**src/rtl/pad_input_receiver.sv**
```systemverilog
// Pad input conditioner: synchroniser, debounce FSM and saturating edge counter.
// Define PAD_RX_BOTH_EDGES_EN to count falling edges as well as rising edges.
module pad_input_receiver #(
    parameter int SYNC_STAGES     = 2,
    parameter int DEBOUNCE_CYCLES = 4,
    parameter int CNT_W           = 16
) (
    input  logic             clk,
    input  logic             rst,
    input  logic             pad_di,
    input  logic             en,
    input  logic             clr,
    output logic             level,
    output logic             rise,
    output logic             fall,
    output logic [CNT_W-1:0] edge_cnt,
    output logic             cnt_ovf
);

    // state   | meaning
    // LO      | debounced level is 0
    // PEND_HI | synchronised input is 1, counting towards a level change to 1
    // HI      | debounced level is 1
    // PEND_LO | synchronised input is 0, counting towards a level change to 0
    typedef enum logic [1:0] {LO, PEND_HI, HI, PEND_LO} state_t;

    localparam logic [7:0] DB = 8'(DEBOUNCE_CYCLES);

    state_t                 state;
    logic [7:0]             dcnt;
    logic [7:0]             dcnt_inc;
    logic [SYNC_STAGES-1:0] sync;
    logic                   s;
    logic                   done_hi;
    logic                   done_lo;
    logic                   cnt_evt;

    assign s        = sync[SYNC_STAGES-1];
    assign dcnt_inc = dcnt + 8'd1;

    // dcnt holds the number of qualifying cycles already seen, so this cycle makes dcnt+1
    assign done_hi = en && s &&
                     ((state == LO && DB == 8'd1) || (state == PEND_HI && dcnt_inc == DB));
    assign done_lo = en && !s &&
                     ((state == HI && DB == 8'd1) || (state == PEND_LO && dcnt_inc == DB));

`ifdef PAD_RX_BOTH_EDGES_EN
    assign cnt_evt = done_hi || done_lo;
`else
    assign cnt_evt = done_hi;
`endif

    always_ff @(posedge clk or posedge rst) begin
        if (rst) begin
            sync <= '0;
        end else begin
            sync <= {sync[SYNC_STAGES-2:0], pad_di};
        end
    end

    always_ff @(posedge clk or posedge rst) begin
        if (rst) begin
            state <= LO;
            dcnt  <= 8'd0;
            level <= 1'b0;
            rise  <= 1'b0;
            fall  <= 1'b0;
        end else begin
            rise <= done_hi;
            fall <= done_lo;
            if (done_hi) begin
                state <= HI;
                level <= 1'b1;
                dcnt  <= 8'd0;
            end else if (done_lo) begin
                state <= LO;
                level <= 1'b0;
                dcnt  <= 8'd0;
            end else if (en) begin
                case (state)
                    LO: begin
                        if (s) begin
                            state <= PEND_HI;
                            dcnt  <= 8'd1;
                        end
                    end
                    PEND_HI: begin
                        if (s) begin
                            dcnt <= dcnt_inc;
                        end else begin
                            state <= LO;
                            dcnt  <= 8'd0;
                        end
                    end
                    HI: begin
                        if (!s) begin
                            state <= PEND_LO;
                            dcnt  <= 8'd1;
                        end
                    end
                    PEND_LO: begin
                        if (!s) begin
                            dcnt <= dcnt_inc;
                        end else begin
                            state <= HI;
                            dcnt  <= 8'd0;
                        end
                    end
                    default: begin
                        state <= LO;
                        dcnt  <= 8'd0;
                    end
                endcase
            end
        end
    end

    always_ff @(posedge clk or posedge rst) begin
        if (rst) begin
            edge_cnt <= '0;
            cnt_ovf  <= 1'b0;
        end else if (clr) begin
            edge_cnt <= '0;
            cnt_ovf  <= 1'b0;
        end else if (cnt_evt) begin
            if (edge_cnt == {CNT_W{1'b1}}) begin
                cnt_ovf <= 1'b1;
            end else begin
                edge_cnt <= edge_cnt + 1'b1;
            end
        end
    end

endmodule

```
**config.mk**
```make
export PLATFORM = sky130hd
export DESIGN_NAME = pad_input_receiver
export DESIGN_NICKNAME = d
export VERILOG_FILES = /design/src/rtl/pad_input_receiver.sv
export SDC_FILE = /design/constraint.sdc
export NUM_CORES = 1
export LEC_CHECK = 0
export BUFFER_PORTS_ARGS = -buffer_cell sky130_fd_sc_hd__buf_4
export CORE_UTILIZATION = 40
export CTS_CLUSTER_SIZE = 20
export DETAILED_ROUTE_END_ITERATION = 16
export HOLD_SLACK_MARGIN = 0.1
export SLEW_MARGIN = 10
export SYNTH_ARGS = -nofsm -noshare
export SYNTH_HDL_FRONTEND = slang
export SYNTH_SLANG_ARGS = --single-unit
```
**constraint.sdc**
```tcl
create_clock -name clk -period 2.58 [get_ports clk]
set_input_delay 0.516 -clock clk [delete_from_list [all_inputs] [get_ports clk]]
set_output_delay 0.516 -clock clk [all_outputs]
set_load 0.05 [all_outputs]
```
==> results.md, run 1 <==
- Main synth FF type: dfrtp_1
- DP Worst Slack: 401 ps
- # port buffers: 24
- I/O pin total: 25
- Worst hold slack: 321 ps
- Gr usage total: 19.1%
- F_max: 451 MHz
- VDD IR-drop max: 470 µV
- Initial DRC Count: 84
- Critical path arrival: 2370 ps
- Final WL: 3680 µm
- Final nets: 209
- Synth Cell Area: 1660 µm²
- Final setup violation count: 0
- Final GP Congestion: 0.800
- Post-CTS Resized: 0
- Sequential area share after synthesis: 48.2%
- Inserted Clock Buffers: 5
- Filler cell count: 371
- Synth-to-Final Area Change: 20.3%
- Pwr dens: 592 nW/µm²
- Sink Count: 32
- P_leak: 0.000864 µW
- DRC: 0
- CTS tree: yes
- ANT cells: 0
- Seq cells post-synth: 32
- Area after DPL: 1910 µm²
- Clk root buf: clkbuf_8
- Fin crit share: 85.9%
- Number of H-tree levels: 2
- Clk pin slew, worst setup/hold paths: 70 ps
- Slew Limit Headroom: 54.4%
- Rows: 23
- Die H: 66.4 µm
- Wire length per cell: 14.5 µm
- WP data required: 2730 ps
- Synth Net Count: 179
- Syn_area_per_cell: 9.65 µm²
- Number of synthesized flops with an enable pin: 0
- Antenna violations before repair: 0
- Initial Util: 41.5%
- Post-CTS setup buffer count: 0
- Total congestion overflow: 0
- First-pass GRT wire length: 6240 µm
- Via Count: 1390
- Worst-Margin Slew: 681 ps
- Critical Path Source Type: register
- Period minus WS final: 2220 ps
- Post-Syn Instances: 172
- Via density: 5.49
- Final worst slack: 363 ps
- Dpl hpwl: 2570 µm
- First-pass detailed-route iteration total: 4
- Post-route cell area: 2000 µm²
- Distinct cell type count after synthesis: 40
- Crit end category: register
- Crit-path max FO: 10
- Tot Pwr: 1180 µW
- Worst Path Class, Setup: reg -> reg
- Share of cells above drive strength 1: 21.7%
- Worst skew pair latency: 280 ps
- Setup TNS Final: 0 ps
- Unrepaired setup endpoints after global routing: false
- Max Slew Vio Count: 0
- Die footprint: 4410 µm²
- Clock Tree Buf Depth: 2
- Final antenna-violating net count: 0
- Ys async rst share: 100%
- Yosys Warn Count: 0
- Die X: 66.4 µm
- Worst hold path type: in -> async
- Maxcap violations: 0
- Fin. Hold Viols: 0
- Hold_buf cts: 0
- Largest net degree at the start of global routing: 33
- Status: completed
- Vias in the first global route: 1326
- Core ar.: 4000 µm²
- Layout Skew: 6.99 ps
[sequential cells by signal (all words and copies together) (netlist names)]
| register | count |
|---|---|
| level | 1 |
| edge_cnt | 16 |
| sync | 2 |
| rise | 1 |
| cnt_ovf | 1 |
| dcnt | 8 |
| fall | 1 |
| state | 2 |
[critical path, stage by stage (launching register included)]
cell and delay, ps:
dfrtp_1 410, ha_1 260, or4b_2 660, o211ai_2 390, nor2b_1 80, o21ai_0 180, o31ai_1 100
[per-layer routing]
layer	global-route usage, %	vias up	wire [µm]
met1	24.1	677	1660
met3	5.34	5	129
met2	30.9	26	1830
met5	0	-	0
met4	7.18	0	56
li1	-	682	-
[cells in the final DEF, fill, tap and decap left out, types with 2 or more instances in the layout]
master and count:
inv_1 9, o21ai_0 17, and3_1 3, clkinv_2 2, nor2_1 15, and3_2 2
dfrtp_1 32, o31ai_1 2, a22o_1 2, a21oi_1 9, nand4_1 4, nor4_1 3
nand2b_1 2, a211oi_1 7, nand2_1 15, nand3_1 6, or3_1 5, clkbuf_8 6
ha_1 2, or2_2 2, xnor2_1 11, buf_4 26, and2_1 2, and4_1 2
[cell type report]
type	count	area, µm²	area share, %
clock buffers	6	82.6	4.13
clock inverters	2	10.0	0.501
inverters	9	33.8	1.69
multi-input cells	128	813	40.7
flip-flops and latches	32	801	40.1
well taps	50	62.6	3.13
repair buffers	26	195	9.77
[Yosys cell counts (all sizes together), types with 2 or more instances]
cell	n	area (µm²)
nor4	3	18.8
nand2b	2	12.5
or3	5	31.3
nor3	2	21.3
and3	5	33.8
ha	2	25.0
a21oi	9	45.0
nand3	7	40.0
or2	2	12.5
nor2	15	56.3
o31ai	2	15.0
o211ai	2	20.0
nand4	4	25.0
a22o	2	17.5
xnor2	11	96.3
inv	9	33.8
and2	2	12.5
nor4b	2	32.5
dfrtp	32	801
clkbuf	2	7.51
and4	2	17.5
o21ai	18	90.1
a211oi	7	52.6
nand2	15	56.3
[worst paths after layout]
path,from,endpoint,cells past startpoint,slack (ps)
max,dcnt[0]$_DFFE_PP0P_,dcnt[4]$_DFFE_PP0P_,6,360
min,rst,state[1]$_DFFE_PP0P_,3,320
max reg2reg,dcnt[0]$_DFFE_PP0P_,dcnt[4]$_DFFE_PP0P_,6,360
min reg2reg,sync[0]$_DFF_PP0_,sync[1]$_DFF_PP0_,0,350
max in group asynchronous,rst,edge_cnt[5]$_DFFE_PP0P_,3,1960
min in group clk,pad_di,sync[0]$_DFF_PP0_,1,340
[through the flow]
| step | cells | utilization (%) |
|---|---|---|
| 2_1_floorplan | 172 | - |
| 5_1_grt | 253 | 50.0 |
| 3_3_place_gp | 245 | 47.6 |
| 3_5_place_dp | 245 | 47.6 |
| 4_1_cts | 253 | 50.0 |
| 6_report | 253 | 50.0 |
[report_power, final]
part,internal (µW),total (µW),leakage (µW),switching [µW]
Sequential,537,581,0.000431,43.2
Combinational,80.3,205,0.000382,125
Clock,213,397,0.0000510,185
Total,830,1180,0.000864,353
[logic make-up (layout without fill, tap and decap cells)]
group | Yosys count | count (layout) | synth area share, %
and+or+nand+nor | 70 | 70 | 24.3
AOI/OAI and AO/OA | 43 | 43 | 16.1
DFF | 32 | 32 | 48.2
xor gates and xnor gates | 12 | 12 | 6.33
buffers and inverters | 12 | 43 | 2.79
adders and majority gates | 2 | 2 | 1.51
muxes | 1 | 1 | 0.678
No activity file was read; power rests on OpenSTA's default activity.
==> run 2: changes to the inputs <==
- CORE_ASPECT_RATIO: unset -> 1.75
==> results.md, run 2 (same netlist as run 1, synthesis figures left out) <==
- F_max: 446 MHz (-1.2%)
- Setup TNS Final: 0 ps (unchanged)
- Final non-filler cell total: 251 (-0.79%)
- P_leak: 0.000857 µW (-0.75%)
- Share of cells above drive strength 1: 21.2% (-0.49 points)
- Layout Skew: 13.5 ps (+6.49 ps)
- Hold_buf cts: 0 (unchanged)
- Status: completed
- Largest reg by FF count: edge_cnt
- Critical Path Max Stage Delay: 540 ps (-120 ps)
- Largest registers: edge_cnt (16), dcnt (8)
- Pwr dens: 591 nW/µm² (about the same)
- DRC: 0 (unchanged)
- Rows: 30 (+30%)
- Seq pwr share: 49.2% (about the same)
- Post-CTS setup buffer count: 0 (unchanged)
- Placed Cells: 243 (-0.82%)
- Synth-to-Final Area Change: 20.3% (about the same)
- Worst hold path type: in -> async
- Total congestion overflow: 0 (unchanged)
- Max Slew Vio Count: 0 (unchanged)
- Most common cell after layout, fill and taps aside: dfrtp_1
- Commonest non-fill, non-tap cells in the layout: 32 x dfrtp_1, 26 x buf_4, 17 x o21ai_0
- Critical Path Source Type: register
- Clk root buf: clkbuf_8
- Final nets: 209 (unchanged)
- P_int: 833 µW (+0.37%)
- Gr usage total: 21.2% (+2.1 points)
- Via density: 5.63 (+2.5%)
- Clk pin slew, worst setup/hold paths: 70 ps (about the same)
- Initial DRC Count: 54 (-36%)
- Combinational group share of total power: 16.7% (-0.6 points)
- Antenna violations before repair: 0 (unchanged)
- Sink Count: 32 (unchanged)
- Worst Path Class, Setup: reg -> reg
- Fin. Hold Viols: 0 (unchanged)
- Tot Pwr: 1180 µW (-0.15%)
- I/O pin total: 25 (unchanged)
- Switch share: 29.5% (-0.36 points)
- Post-CTS Resized: 0 (unchanged)
- DP Worst Slack: 340 ps (-60.7 ps)
- Crit path cell chain: ha_1 > nor4b_4 > nand3_2 > a2111o_1 > or3_1 > a21oi_1
- Crit end category: register
- Final antenna-violating net count: 0 (unchanged)
- Max reg flops: 16 (unchanged)
- Cell family with most CP delay: simple AND/OR/NAND/NOR gates
- Crit-path max FO: 7 (-3)
- Clock Tree Buf Depth: 2 (unchanged)
- # port buffers: 24 (unchanged)
- Inserted Clock Buffers: 5 (unchanged)
- Die X: 50.7 µm (-24%)
- Worst skew pair latency: 290 ps (about the same)
- Vias in the first global route: 1523 (+15%)
- WP data required: 2790 ps (+60 ps)
- Die H: 87.2 µm (+31%)
- Die footprint: 4420 µm² (+0.23%)
- Crit path buf inv count: 0 (unchanged)
- Worst-Margin Slew: 589 ps (-91.8 ps)
- ANT cells: 0 (unchanged)
- Final WL: 3880 µm (+5.6%)
- Final setup violation count: 0 (unchanged)
- Filler cell count: 405 (+9.2%)
- Critical path arrival: 2450 ps (+80 ps)
- Period minus WS final: 2240 ps (+26.0 ps)
- Largest net degree at the start of global routing: 33 (unchanged)
- Area after DPL: 1900 µm² (-0.13%)
- Maxcap violations: 0 (unchanged)
- Slowest stage cell, crit path: a2111o_1
- First-pass detailed-route iteration total: 4 (unchanged)
- Core ar.: 3940 µm² (-1.5%)
- Dpl hpwl: 2760 µm (+7.2%)
- Final GP Congestion: 0.901 (+13%)
- Unrepaired setup endpoints after global routing: false
- Wire length per cell: 15.5 µm (+6.4%)
- Clk pwr share: 34.1% (+0.5 points)
- Final worst slack: 337 ps (-26.1 ps)
- Via Count: 1413 (+1.7%)
- Number of H-tree levels: 2 (unchanged)
- CTS tree: yes
- Net Switching: 348 µW (-1.4%)
- Post-route cell area: 2000 µm² (about the same)
- Fin crit share: 86.9% (+1.0 points)
- Slew Limit Headroom: 60.5% (+6.1 points)
- Initial Util: 42.1% (+0.62 points)
- VDD IR-drop max: 394 µV (-16%)
- First-pass GRT wire length: 6950 µm (+11%)
## run 2: cell count changes in the layout (fill, tap and decap cells not counted), sizes merged
cell	delta
clkinv	-2
clkbuf	+1
clkinvlp	+1
## run 2: power by group through the flow
stage	clock network, µW	registers [µW]	logic (µW)
2_1_floorplan	0	583	150
3_3_place_gp	0	585	192
3_5_place_dp	0	590	199
4_1_cts	418	581	200
5_1_grt	435	588	228
6_report	403	581	197
## run 2: path summary, 6_finish.rpt
kind	endpoint	from	slack [ps]	depth (start not counted)
max	edge_cnt[11]$_DFFE_PP0P_	dcnt[0]$_DFFE_PP0P_	340	6
min	level$_DFFE_PP0P_	rst	320	3
max reg2reg	edge_cnt[11]$_DFFE_PP0P_	dcnt[0]$_DFFE_PP0P_	340	6
min reg2reg	sync[1]$_DFF_PP0_	sync[0]$_DFF_PP0_	350	0
max in group asynchronous	dcnt[3]$_DFFE_PP0P_	rst	1950	3
min in group clk	sync[0]$_DFF_PP0_	pad_di	340	1
## run 2: area by class of cell
cell class                      count  area [µm²]  area share [%]
Clock buffer                        7        86.3            4.32
Clock inverter                      1        7.51           0.376
Inverter                            9        33.8            1.69
Multi-Input combinational cell    128         813            40.7
Sequential cell                    32         801            40.1
Tap cell                           48        60.1            3.01
Timing Repair Buffer               26         195            9.77
## run 2: worst reg2reg max path: cells and delay by family (launching register included)
kind,cells,cell delay (ps)
AOI/OAI and AO/OA,2,700
adders and majority gates,1,270
DFF,1,420
and+or+nand+nor,3,790
## run 2: per-stage QoR
| stage | hold WS, ps | util, % |
|---|---|---|
| final | 322 | 50.7 |
| after global routing | 324 | 50.7 |
| after CTS | 325 | 50.7 |
| after detailed placement | 340 | 48.3 |
| after global placement | 332 | 48.3 |
| after floorplan | 331 | - |
## run 2: layer usage
layer | GRT usage [%] | up-vias | wire length [µm]
met1 | 23.6 | 692 | 1500
met4 | 14.1 | 0 | 136
met5 | 0 | - | 0
met2 | 35.5 | 31 | 2120
met3 | 4.71 | 12 | 127
li1 | - | 678 | -
==> run 3: changes to the inputs <==
- PLACE_DENSITY_LB_ADDON: unset -> 0.05
- clock period: 2.58 -> 2.7 ns (I/O delays scaled with it)
==> results.md, run 3 (same netlist as run 1, synthesis figures left out) <==
- Sink Count: 32 (unchanged)
- Antenna violations before repair: 0 (unchanged)
- Final GP Congestion: 0.819 (-9.2%)
- Post-CTS Resized: 0 (unchanged)
- Share of cells above drive strength 1: 21.1% (-0.10 points)
- Largest registers: edge_cnt (16), dcnt (8)
- Gr usage total: 20.3% (-0.92 points)
- Dpl hpwl: 2970 µm (+7.8%)
- Final setup violation count: 0 (unchanged)
- Inserted Clock Buffers: 5 (unchanged)
- WP data required: 2840 ps (+50 ps)
- Fin crit share: 81.0% (-5.9 points)
- Final nets: 210 (+0.48%)
- Placed Cells: 244 (+0.41%)
- Max reg flops: 16 (unchanged)
- DRC: 0 (unchanged)
- CTS tree: yes
- Die X: 50.7 µm (unchanged)
- Slew Limit Headroom: 59.1% (-1.5 points)
- Unrepaired setup endpoints after global routing: false
- Synth-to-Final Area Change: 20.5%
- I/O pin total: 25 (unchanged)
- Via density: 5.53 (-1.7%)
- Worst hold path type: in -> async
- First-pass detailed-route iteration total: 4 (unchanged)
- Crit-path max FO: 10 (+3)
- # port buffers: 24 (unchanged)
- Initial Util: 42.1% (unchanged)
- Via Count: 1394 (-1.3%)
- Setup TNS Final: 0 ps (unchanged)
- F_max: 457 MHz (+2.5%)
- Initial DRC Count: 28 (-48%)
- Rows: 30 (unchanged)
- Period minus WS final: 2190 ps (-55.6 ps)
- Worst skew pair latency: 280 ps (about the same)
- P_leak: 0.000863 µW (+0.68%)
- Wire length per cell: 15.7 µm (+1.6%)
- VDD IR-drop max: 295 µV (-25%)
- Final worst slack: 512 ps (+176 ps)
- Status: completed
- Final WL: 3960 µm (+2.0%)
- Largest net degree at the start of global routing: 18 (-45%)
- Clock Tree Buf Depth: 2 (unchanged)
- Most common cell after layout, fill and taps aside: dfrtp_1
- Max Slew Vio Count: 0 (unchanged)
- Maxcap violations: 0 (unchanged)
- Layout Skew: 5.47 ps (-8.01 ps)
- Filler cell count: 390 (-3.7%)
- Worst Path Class, Setup: reg -> reg
- Crit end category: register
- Largest reg by FF count: edge_cnt
- Die H: 87.2 µm (unchanged)
- Number of H-tree levels: 2 (unchanged)
- Hold_buf cts: 0 (unchanged)
- Total congestion overflow: 0 (unchanged)
- Post-CTS setup buffer count: 0 (unchanged)
- Clk root buf: clkbuf_8
- Worst-Margin Slew: 611 ps (+22.3 ps)
- Critical path arrival: 2330 ps (-120 ps)
- Core ar.: 3940 µm² (unchanged)
- FF-to-FF setup slack: 510 ps (+180 ps)
- Multi-input gate area: 813 µm² (unchanged)
- Commonest non-fill, non-tap cells in the layout: 32 x dfrtp_1, 27 x buf_4, 17 x o21ai_0
- Vias in the first global route: 1361 (-11%)
- Clk pin slew, worst setup/hold paths: 60 ps (about the same)
- Final non-filler cell total: 252 (+0.40%)
- Die footprint: 4420 µm² (unchanged)
- Fin. Hold Viols: 0 (unchanged)
- ANT cells: 0 (unchanged)
- Final antenna-violating net count: 0 (unchanged)
- Pwr dens: 561 nW/µm² (-5.1%)
- First-pass GRT wire length: 6640 µm (-4.4%)
- DP Worst Slack: 510 ps (+170 ps)
- Register area: 801 µm² (unchanged)
- Critical Path Source Type: register
[run 3: changes by cell type in the layout (fill, tap and decap cells not counted)]
cell / before / now
clkbuf_1: 1 / 2
clkinvlp_4: 1 / 0
buf_4: 26 / 27
[run 3: critical path, stage by stage (launching register included)]
cell and delay, ps:
dfrtp_1 410, ha_1 250, or4b_2 660, o211ai_2 380, nor2_1 60, o21ai_0 180, o21ai_0 120
[run 3: stage by stage]
step	cell area (µm²)	hold slack, ps	util (%)	power, µW
2_1_floorplan	1660	331	-	700
3_3_place_gp	1910	334	48.5	745
3_5_place_dp	1910	341	48.5	753
4_1_cts	2000	313	50.8	1140
5_1_grt	2000	341	50.8	1180
6_report	2000	299	50.8	1120
[run 3: final timing paths]
| path | startpoint | end | cells after the start |
|---|---|---|---|
| worst min-delay path | rst | sync[0]$_DFF_PP0_ | 2 |
| worst max-delay path | dcnt[0]$_DFFE_PP0P_ | dcnt[2]$_DFFE_PP0P_ | 6 |
| worst max register to register | dcnt[0]$_DFFE_PP0P_ | dcnt[2]$_DFFE_PP0P_ | 6 |
| worst min register to register | sync[0]$_DFF_PP0_ | sync[1]$_DFF_PP0_ | 0 |
| min in group clk | sync[0]$_DFF_PP0_ | sync[1]$_DFF_PP0_ | 0 |
| max in group asynchronous | rst | edge_cnt[10]$_DFFE_PP0P_ | 3 |
[run 3: metal layers]
metal	part of all wire (%)	vias to the layer above	wire length [µm]	track usage (%)
met5	0	-	0	0
met1	40	680	1600	24.4
met4	2.0	0	80	8.08
met3	2.9	8	116	3.66
met2	55	24	2170	35.3
li1	-	682	-	-
[run 3: where the power goes]
group / internal (µW) / switching (µW) / leakage [µW]
Sequential: 514 / 39.8 / 0.000431
Clock: 208 / 171 / 0.0000455
Combinational: 76.2 / 114 / 0.000387
[run 3: cell type report]
cell class	instances	area share, %
Timing Repair Buffer	27	10.1
Multi-Input combinational cell	128	40.7
Clock buffer	8	4.50
Tap cell	48	3.00
Inverter	9	1.69
Sequential cell	32	40.0
